File: src/rtl/tone_gen.sv
// Speaker tone generator: per-colour square-wave pitch plus a fixed-length
// low-pitched error buzz that overrides lamp tones. Runs on the game clock.
module tone_gen #(
    parameter int unsigned HALF0    = 12,
    parameter int unsigned HALF1    = 16,
    parameter int unsigned HALF2    = 20,
    parameter int unsigned HALF3    = 24,
    parameter int unsigned ERR_HALF = 119,
    parameter int unsigned ERR_LEN  = 15000,
    parameter int unsigned CNT_W    = 8,
    parameter int unsigned LEN_W    = 14
) (
    input  logic       CLK,
    input  logic       RST,
    input  logic [1:0] TONE_SEL,
    input  logic       TONE_ENA,
    input  logic       ERR_STB,
    input  logic       MUTE,
    output logic       SPK,
    output logic       BUSY
);

    // Terminal counts are stored minus one so a half-period of 2^CNT_W still fits.
    localparam logic [CNT_W-1:0] H0_M1   = CNT_W'(HALF0 - 1);
    localparam logic [CNT_W-1:0] H1_M1   = CNT_W'(HALF1 - 1);
    localparam logic [CNT_W-1:0] H2_M1   = CNT_W'(HALF2 - 1);
    localparam logic [CNT_W-1:0] H3_M1   = CNT_W'(HALF3 - 1);
    localparam logic [CNT_W-1:0] HERR_M1 = CNT_W'(ERR_HALF - 1);
    localparam logic [LEN_W-1:0] LEN_M1  = LEN_W'(ERR_LEN - 1);

    typedef enum logic [1:0] {StIdle, StTone, StError} state_e;

    state_e           state_q, state_d;
    logic [CNT_W-1:0] half_cnt_q, half_cnt_d;
    logic [LEN_W-1:0] len_cnt_q, len_cnt_d;
    logic [1:0]       cur_sel_q, cur_sel_d;
    logic             spk_q, spk_d;
    logic             spk_out_q;

    logic [CNT_W-1:0] tone_max;
    logic [CNT_W-1:0] active_max;
    logic             half_done;

    // Select the terminal half-period count for the current pitch.
    always_comb begin
        tone_max = H0_M1;
        case (cur_sel_q)
            2'd0:    tone_max = H0_M1;
            2'd1:    tone_max = H1_M1;
            2'd2:    tone_max = H2_M1;
            default: tone_max = H3_M1;
        endcase
        active_max = (state_q == StError) ? HERR_M1 : tone_max;
        half_done  = (half_cnt_q == active_max);
    end

    // Next-state logic: error strobe wins over every state rule.
    always_comb begin
        state_d    = state_q;
        half_cnt_d = half_cnt_q;
        len_cnt_d  = len_cnt_q;
        cur_sel_d  = cur_sel_q;
        spk_d      = spk_q;

        if (ERR_STB) begin
            state_d    = StError;
            half_cnt_d = '0;
            len_cnt_d  = '0;
            spk_d      = 1'b0;
        end else begin
            case (state_q)
                StIdle: begin
                    spk_d      = 1'b0;
                    half_cnt_d = '0;
                    if (TONE_ENA) begin
                        state_d   = StTone;
                        cur_sel_d = TONE_SEL;
                    end
                end
                StTone: begin
                    if (!TONE_ENA) begin
                        state_d    = StIdle;
                        spk_d      = 1'b0;
                        half_cnt_d = '0;
                    end else if (TONE_SEL != cur_sel_q) begin
                        // New pitch is timed from this edge; keep current level.
                        cur_sel_d  = TONE_SEL;
                        half_cnt_d = '0;
                    end else if (half_done) begin
                        spk_d      = ~spk_q;
                        half_cnt_d = '0;
                    end else begin
                        half_cnt_d = half_cnt_q + CNT_W'(1);
                    end
                end
                StError: begin
                    if (len_cnt_q == LEN_M1) begin
                        state_d    = StIdle;
                        spk_d      = 1'b0;
                        half_cnt_d = '0;
                        len_cnt_d  = '0;
                    end else begin
                        len_cnt_d = len_cnt_q + LEN_W'(1);
                        if (half_done) begin
                            spk_d      = ~spk_q;
                            half_cnt_d = '0;
                        end else begin
                            half_cnt_d = half_cnt_q + CNT_W'(1);
                        end
                    end
                end
                default: begin
                    state_d    = StIdle;
                    spk_d      = 1'b0;
                    half_cnt_d = '0;
                    len_cnt_d  = '0;
                end
            endcase
        end
    end

    // State registers with synchronous reset; output gated by MUTE one edge later.
    always_ff @(posedge CLK) begin
        if (RST) begin
            state_q    <= StIdle;
            half_cnt_q <= '0;
            len_cnt_q  <= '0;
            cur_sel_q  <= 2'd0;
            spk_q      <= 1'b0;
            spk_out_q  <= 1'b0;
        end else begin
            state_q    <= state_d;
            half_cnt_q <= half_cnt_d;
            len_cnt_q  <= len_cnt_d;
            cur_sel_q  <= cur_sel_d;
            spk_q      <= spk_d;
            spk_out_q  <= spk_d & ~MUTE;
        end
    end

    assign SPK  = spk_out_q;
    assign BUSY = (state_q == StError);

endmodule

File: config.mk
export PLATFORM = sky130hd
export DESIGN_NAME = tone_gen
export DESIGN_NICKNAME = d
export VERILOG_FILES = /design/src/rtl/tone_gen.sv
export SDC_FILE = /design/constraint.sdc
export NUM_CORES = 1
export LEC_CHECK = 0
export ABC_CLOCK_PERIOD_IN_PS = 1800
export CAP_MARGIN = 10
export CORE_MARGIN = 5
export CORE_UTILIZATION = 30
export DETAILED_ROUTE_END_ITERATION = 6
export GPL_TIMING_DRIVEN = 0
export MAX_ROUTING_LAYER = met4
export PLACE_DENSITY = 0.45
export SYNTH_ARGS = -nofsm -noshare
export SYNTH_HDL_FRONTEND = slang
export SYNTH_SLANG_ARGS = --single-unit
File: constraint.sdc
create_clock -name CLK -period 1.8 [get_ports CLK]
set_input_delay 0.27 -clock CLK [delete_from_list [all_inputs] [get_ports CLK]]
set_output_delay 0.27 -clock CLK [all_outputs]
set_load 0.02 [all_outputs]
==> qor.csv, run 1 <==
stage;metric;value;unit
outcome;status;finished with violations;
outcome;violations;negative setup slack;
routing;drtIter0Drc;44;
yosys;yosys.area.top_type;dfxtp_1;
yosys;synthAdderAreaFrac;4.33;%
placed_design;place_hpwl;2100;um
cts;path_clk_slew;0.09;ns
critical_path;worstPathArrival;2.10;ns
critical_path;path_max_fanout;8;
die;core_area;0.00469;sq mm
pwr;p_leak;0.590;nW
routing;first_pass_iters;4;
critical_path;critPathKind;flop to flop;
critical_path;timing.rr.start;state_q[0];
yosys;synth_edf_count;0;
grt;grt_pass1_wl;5330;um
routing;wirelength;3020;um
critical_path;worstPathRequired;2.02;ns
placed_design;port_buffers;8;
yosys;yosysWarnings;0;
yosys;synth_top_cells_by_area;dfxtp_1 (39%), nor2_1 (8.1%), xnor2_1 (6.1%), xor2_1 (6.1%), ha_1 (4.3%);
cells_and_area;final-seq-area;569;sq um
cells_and_area;layout.nets;194;
timing;slew_headroom;70.5;%
yosys;synth_compound_area_share;10.2;%
critical_path;r2r_cells;7;
yosys;synth_seq_cells;28;
cells_and_area;layout-drive-gt1-share;33.3;%
cells_and_area;antennaDiodeCount;0;
cts;cts_buffer_depth;2;
timing;finalCritPeriodShare;105;%
cts;cts_max_level;1;
cts;cts_root_buf;clkbuf_8;
timing;setup_slack;-0.0848;ns
yosys;muxShareOfSynthArea;2.77;%
timing;report.final.slew_viol_count;0;
yosys;synth_top_area_share;38.8;%
routing;wl_per_cell;12.9;um
critical_path;r2r_slack;-0.08;ns
min_path;hp-class;flop to flop;
timing;setup_viol;22;
routing;drcViolationCount;0;
yosys;yosys_most_used_dff;dfxtp_1;
cells_and_area;stdcell_count;234;
timing;fin_skew;0.00133;ns
cells_and_area;final_util;39.9;%
yosys;yosysSeqAreaShare;38.8;%
die;io_pins;9;
cts;cts.sinks;28;
job;maxCapViolations;0;
yosys;synth_xor_area_share;12.1;%
critical_path;end_kind;flop;
cells_and_area;multi_input_area;986;sq um
yosys;netlist_instances;159;
timing;hold_viol_final;0;
die;dieArea;0.00630;sq mm
cts;clk_latency;0.27;ns
yosys;ys_types;39;
placed_design;place_congestion;0.759;
timing;period_needed;1.88;ns
routing;num_vias;1123;
timing;timing.fmax;0.531;GHz
placed_design;placed_cells_incl_taps;221;
die;initial_core_util;30.8;%
grt;grt_use_total;10.9;%
yosys;avgSynthCellArea;9.08;sq um
timing;rsz0062_at_grt;yes;
pwr;ir_drop;346;uV
yosys;synth-simple-area-share;28.3;%
yosys;syn-cell-area;0.00144;sq mm
yosys;synth_async_sr_flop_share;0;%
critical_path;crit_path_start_kind;flop;
cells_and_area;area_delta_synth_final;29.8;%
die;die_x;79.4;um
routing;avgViaCountPerCell;4.80;
pwr;pwr_density_cell;593;mW/mm^2
grt;antenna_found_initial;0;
critical_path;cp-startpoint;state_q[0];
cells_and_area;fill_cells;478;
critical_path;endpoint;half_cnt_q[6];
yosys;synth_nets;171;
grt;grt_start_max_net_pins;15;
cts;numCtsBuffers;3;
grt;grt-ovfl-total;0;
grt;grt_pass1_vias;1190;
yosys;synth_top_family_by_area;simple AND/OR/NAND/NOR gates;
critical_path;regToRegEndpoint;half_cnt_q[6];
die;rows;25;
routing;ant_nets;0;
timing;tightest_slew;0.441;ns
die;die_h;79.4;um
cts;cts_tree;done;
==> timing repair <==
| action | CTS | global route |
|---|---|---|
| setup endpoints to repair | 24 | 26 |
| pin swaps | 19 | 11 |
| hold buffers | 0 | 0 |
| setup buffers | 9 | 1 |
| gates cloned | 1 | 0 |
| resized for setup | 17 | 25 |
==> power by group <==
part / internal, W / leakage, nW / total (W) / switching (W)
registers: 0.000625 / 0.229 / 0.000633 / 0.00000762
logic: 0.0000683 / 0.339 / 0.000141 / 0.0000727
clock network: 0.000150 / 0.0216 / 0.000338 / 0.000188
==> registers in the layout (all words and copies together), names as in the netlist <==
register    flops
half_cnt_q      8
cur_sel_q       2
SPK             1
len_cnt_q      14
spk_q           1
state_q         2
==> worst max-delay path, cell delays in order, from the launching register on <==
cell and delay (ns):
dfxtp_2 0.34, inv_2 0.07, ha_4 0.22, and4b_1 0.22, a311oi_2 0.31, a2111oi_4 0.11
or3_4 0.43, nor2_2 0.12
==> kinds of logic after synthesis <==
group | after synthesis
XOR/XNOR | 20
AND/OR/NAND/NOR | 76
flip-flops | 28
multiplexers | 4
AO/OA/AOI/OAI | 16
buffers and inverters | 10
adder cells (fa/ha/maj) | 5
==> worst min path at each step <==
| stage | start | end | slack, ns | depth (start not counted) |
|---|---|---|---|---|
| after CTS | len_cnt_q[1] | len_cnt_q[1] | 0.51 | 2 |
| after detailed placement | len_cnt_q[1] | len_cnt_q[1] | 0.50 | 2 |
| after global routing | len_cnt_q[0] | len_cnt_q[0] | 0.52 | 2 |
| final | len_cnt_q[1] | len_cnt_q[1] | 0.50 | 2 |
| after floorplan | RST | state_q[1] | 0.34 | 1 |
| after global placement | len_cnt_q[1] | len_cnt_q[1] | 0.48 | 2 |
==> routing by layer <==
layer  global-route usage [%]  vias up  part of all wire (%)
met5                        -        -                     0
met4                     3.95        0                  0.50
met3                     2.37        2                   1.2
met2                     17.6        1                    49
met1                     13.5      532                    49
li1                         -      588                     -
==> synthesized netlist by cell type, drive strengths merged (2+ instances only) <==
library cell   n
and3           3
nand4          3
o31ai          2
dfxtp         28
mux2i          4
nor2          32
o21ai          5
nor2b          3
ha             5
a2111oi        2
xnor2         10
nand3b         2
nor4b          2
nor4           2
inv            8
a21oi          4
xor2          10
buf            2
nand3          8
nor3           2
nand2          9
==> cells in the final DEF, fill, tap and decap left out, types with 3 or more instances in the layout <==
cell             synthesis  routed
clkbuf_8                 0       3
buf_6                    1       3
nand3_1                  8       8
nor2_4                   0       3
nand4_1                  3       3
clkdlybuf4s50_1          0       7
nand2_1                  9       9
o21ai_0                  5       4
mux2i_1                  4       3
dfxtp_2                  0       7
nor2_2                   1      14
nor2b_1                  3       3
inv_1                    8       7
a21oi_1                  4       4
and3_1                   3       3
xor2_1                  10      10
xnor2_1                 10      10
dfxtp_1                 28      21
nor2_1                  31      15
buf_4                    1       9
==> area by class of cell <==
cell class                      instances  share of cell area [%]
Multi-Input combinational cell        121                    52.6
Sequential cell                        28                    30.4
Tap cell                               54                    3.60
Inverter                                8                    1.60
Buffer                                  1                   0.601
Clock buffer                            3                    2.20
Timing Repair Buffer                   19                    9.01
==> metrics by stage <==
stage / hold slack [ns] / setup TNS, ns / worst slack [ns] / cell area [sq um] / power, W
2_1_floorplan: 0.339 / 0 / 0.00551 / 1480 / 0.000715
3_3_place_gp: 0.481 / -3.75 / -0.338 / 1620 / 0.000750
3_5_place_dp: 0.495 / -4.14 / -0.361 / 1620 / 0.000752
4_1_cts: 0.509 / -0.803 / -0.0643 / 1800 / 0.00112
5_1_grt: 0.523 / -2.91 / -0.188 / 1870 / 0.00118
6_report: 0.497 / -1.10 / -0.0848 / 1870 / 0.00111
(Power assumes the default switching activity.)
==> run 2, diff against run 1 <==
--- a/config.mk
+++ b/config.mk
@@ -7,8 +7,10 @@
 export LEC_CHECK = 0
 export ABC_CLOCK_PERIOD_IN_PS = 1800
 export CAP_MARGIN = 10
+export CORE_ASPECT_RATIO = 0.75
 export CORE_MARGIN = 5
 export CORE_UTILIZATION = 30
+export CTS_CLUSTER_SIZE = 28
 export DETAILED_ROUTE_END_ITERATION = 6
 export GPL_TIMING_DRIVEN = 0
 export MAX_ROUTING_LAYER = met4
==> qor.csv, run 2 (synthesized netlist as in run 1, its figures left out) <==
stage;metric;value;unit;change
outcome;status;finished with violations;;
outcome;violations;negative setup slack;;
cells_and_area;multi_input_area;968;sq um;-1.8%
timing;timing.fmax;0.529;GHz;-0.23%
timing;period_needed;1.89;ns;+0.00436 ns
grt;grt_use_total;10.1;%;-0.87 points
cts;cts.sinks;28;;unchanged
placed_design;place_hpwl;2050;um;-2.1%
placed_design;placed_cells_incl_taps;224;;+1.4%
cts;cts_tree;done;;
timing;tns;-0.569;ns;+0.535 ns
critical_path;regToRegEndpoint;half_cnt_q[5];;
cells_and_area;largest_reg_flops;14;;unchanged
critical_path;path_max_fanout;8;;unchanged
cells_and_area;layout-drive-gt1-share;28.7;%;-4.6 points
timing;finalCritPeriodShare;105;%;+0.24 points
timing;hold_viol_final;0;;unchanged
critical_path;worstPathRequired;2.02;ns;about the same
grt;antenna_found_initial;0;;unchanged
cts;numCtsBuffers;3;;unchanged
critical_path;worstPathCellList;inv_2 -> ha_4 -> and4b_1 -> a311oi_2 -> a2111oi_4 -> or3_1 -> buf_6 -> nor2_2;;
placed_design;port_buffers;8;;unchanged
critical_path;cpMaxStageDelayCell;dfxtp_2;;
cells_and_area;final_cell_mix;dfxtp_1 (21), nor2_1 (21), xor2_1 (10), xnor2_1 (10);;
pwr;power;0.00126;W;+14%
die;die_h;70.1;um;-12%
timing;rsz0062_at_grt;yes;;
min_path;holdPathStages;2;;unchanged
cells_and_area;final_util;41.4;%;+1.5 points
job;maxCapViolations;0;;unchanged
cts;clk_latency;0.28;ns;about the same
critical_path;endpoint;half_cnt_q[5];;
routing;avgViaCountPerCell;4.75;;-0.98%
critical_path;r2r_cells;8;;+1
timing;report.final.slew_viol_count;0;;unchanged
pwr;p_leak;0.618;nW;+4.8%
grt;grt_pass1_wl;5130;um;-3.9%
cells_and_area;largest-register;len_cnt_q;;
critical_path;slowest_delay;0.35;ns;-0.08 ns
routing;num_vias;1131;;+0.71%
pwr;pwr_density_cell;667;mW/mm^2;+12%
critical_path;worstPathArrival;2.11;ns;about the same
timing;tightest_slew;0.443;ns;+0.00107 ns
cells_and_area;stdcell_count;238;;+1.7%
timing;slew_headroom;70.4;%;-0.071 points
die;io_pins;9;;unchanged
die;core_area;0.00457;sq mm;-2.6%
cts;cts_max_level;1;;unchanged
critical_path;end_kind;flop;;
die;initial_core_util;31.6;%;+0.81 points
critical_path;r2r_slack;-0.09;ns;about the same
pwr;ir_drop;513;uV;+48%
routing;wl_per_cell;12.7;um;-1.6%
grt;grt-ovfl-total;0;;unchanged
routing;ant_nets;0;;unchanged
critical_path;cpLargestDelayFamily;simple AND/OR/NAND/NOR gates;;
cts;cts_buffer_depth;2;;unchanged
critical_path;timing.rr.start;state_q[0];;
critical_path;crit_path_start_kind;flop;;
cells_and_area;fill_cells;463;;-3.1%
routing;first_pass_iters;4;;unchanged
grt;grt_pass1_vias;1125;;-5.5%
cells_and_area;area_delta_synth_final;31.2;%;
die;rows;21;;-16%
critical_path;critPathBufInv;2;;+1
placed_design;place_congestion;0.786;;+3.5%
die;die_x;90.1;um;+14%
critical_path;path_depth;8;;+1
critical_path;critPathKind;flop to flop;;
cts;hold_buffers;0;;unchanged
grt;grt_start_max_net_pins;17;;+2
routing;wirelength;3030;um;about the same
die;dieArea;0.00631;sq mm;+0.22%
cts;path_clk_slew;0.10;ns;about the same
critical_path;cp-startpoint;state_q[0];;
timing;setup_viol;12;;-45%
min_path;hp-class;flop to flop;;
cells_and_area;layout.nets;194;;unchanged
routing;drtIter0Drc;57;;+30%
cts;cts_root_buf;clkbuf_8;;
routing;drcViolationCount;0;;unchanged
cells_and_area;antennaDiodeCount;0;;unchanged
cells_and_area;reg.largest.list;len_cnt_q (14), half_cnt_q (8);;
timing;fin_skew;0.00702;ns;+0.00570 ns
timing;setup_slack;-0.0891;ns;-0.00436 ns
cells_and_area;final-seq-area;569;sq um;unchanged
-- run 2: where the power goes --
group	total [W]	internal, W	switching, W
Combinational	0.000133	0.0000648	0.0000681
Sequential	0.000634	0.000625	0.00000812
Clock	0.000498	0.000298	0.000200
-- run 2: final cells by class --
cell class / instances / area share [%]
Buffer: 2 / 1.19
Clock buffer: 3 / 2.18
Clock inverter: 1 / 1.59
Inverter: 8 / 1.59
Multi-Input combinational cell: 121 / 51.1
Sequential cell: 28 / 30.1
Tap cell: 57 / 3.76
Timing Repair Buffer: 18 / 8.52
-- run 2: through the flow --
stage	cell area (sq um)	setup slack [ns]	hold WS [ns]
floorplan	1480	0.00551	0.339
global placement	1630	-0.418	0.479
detailed placement	1630	-0.388	0.490
CTS	1800	-0.0733	0.502
global route	1890	-0.191	0.520
finish	1890	-0.0891	0.504
-- run 2: how the worst min path moves through the flow --
stage                  startpoint       endpoint  slack, ns
floorplan                     RST     state_q[1]       0.34
global placement    half_cnt_q[0]  half_cnt_q[0]       0.48
detailed placement  half_cnt_q[0]  half_cnt_q[0]       0.49
CTS                 half_cnt_q[0]  half_cnt_q[0]       0.50
global route         len_cnt_q[0]   len_cnt_q[0]       0.52
finish               len_cnt_q[0]   len_cnt_q[0]       0.50
-- run 2: layer usage --
metal,share of wire [%],vias up,global-route usage [%]
met5,0,-,-
met2,45,8,15.8
met1,51,528,12.7
met4,0.96,0,2.98
li1,-,591,-
met3,3.0,4,2.68
-- run 2: what timing repair did --
| item | in CTS | in global routing |
|---|---|---|
| setup buffers | 7 | 2 |
| endpoints found under the setup margin | 24 | 25 |
| gates resized for setup | 12 | 22 |
| pin swaps | 15 | 9 |
| cloned | 1 | 0 |
-- run 2: tightest hold or removal path: stages (launching register included) --
cell and delay, ns:
dfxtp_2 0.34, o21ai_0 0.07, a21oi_1 0.06
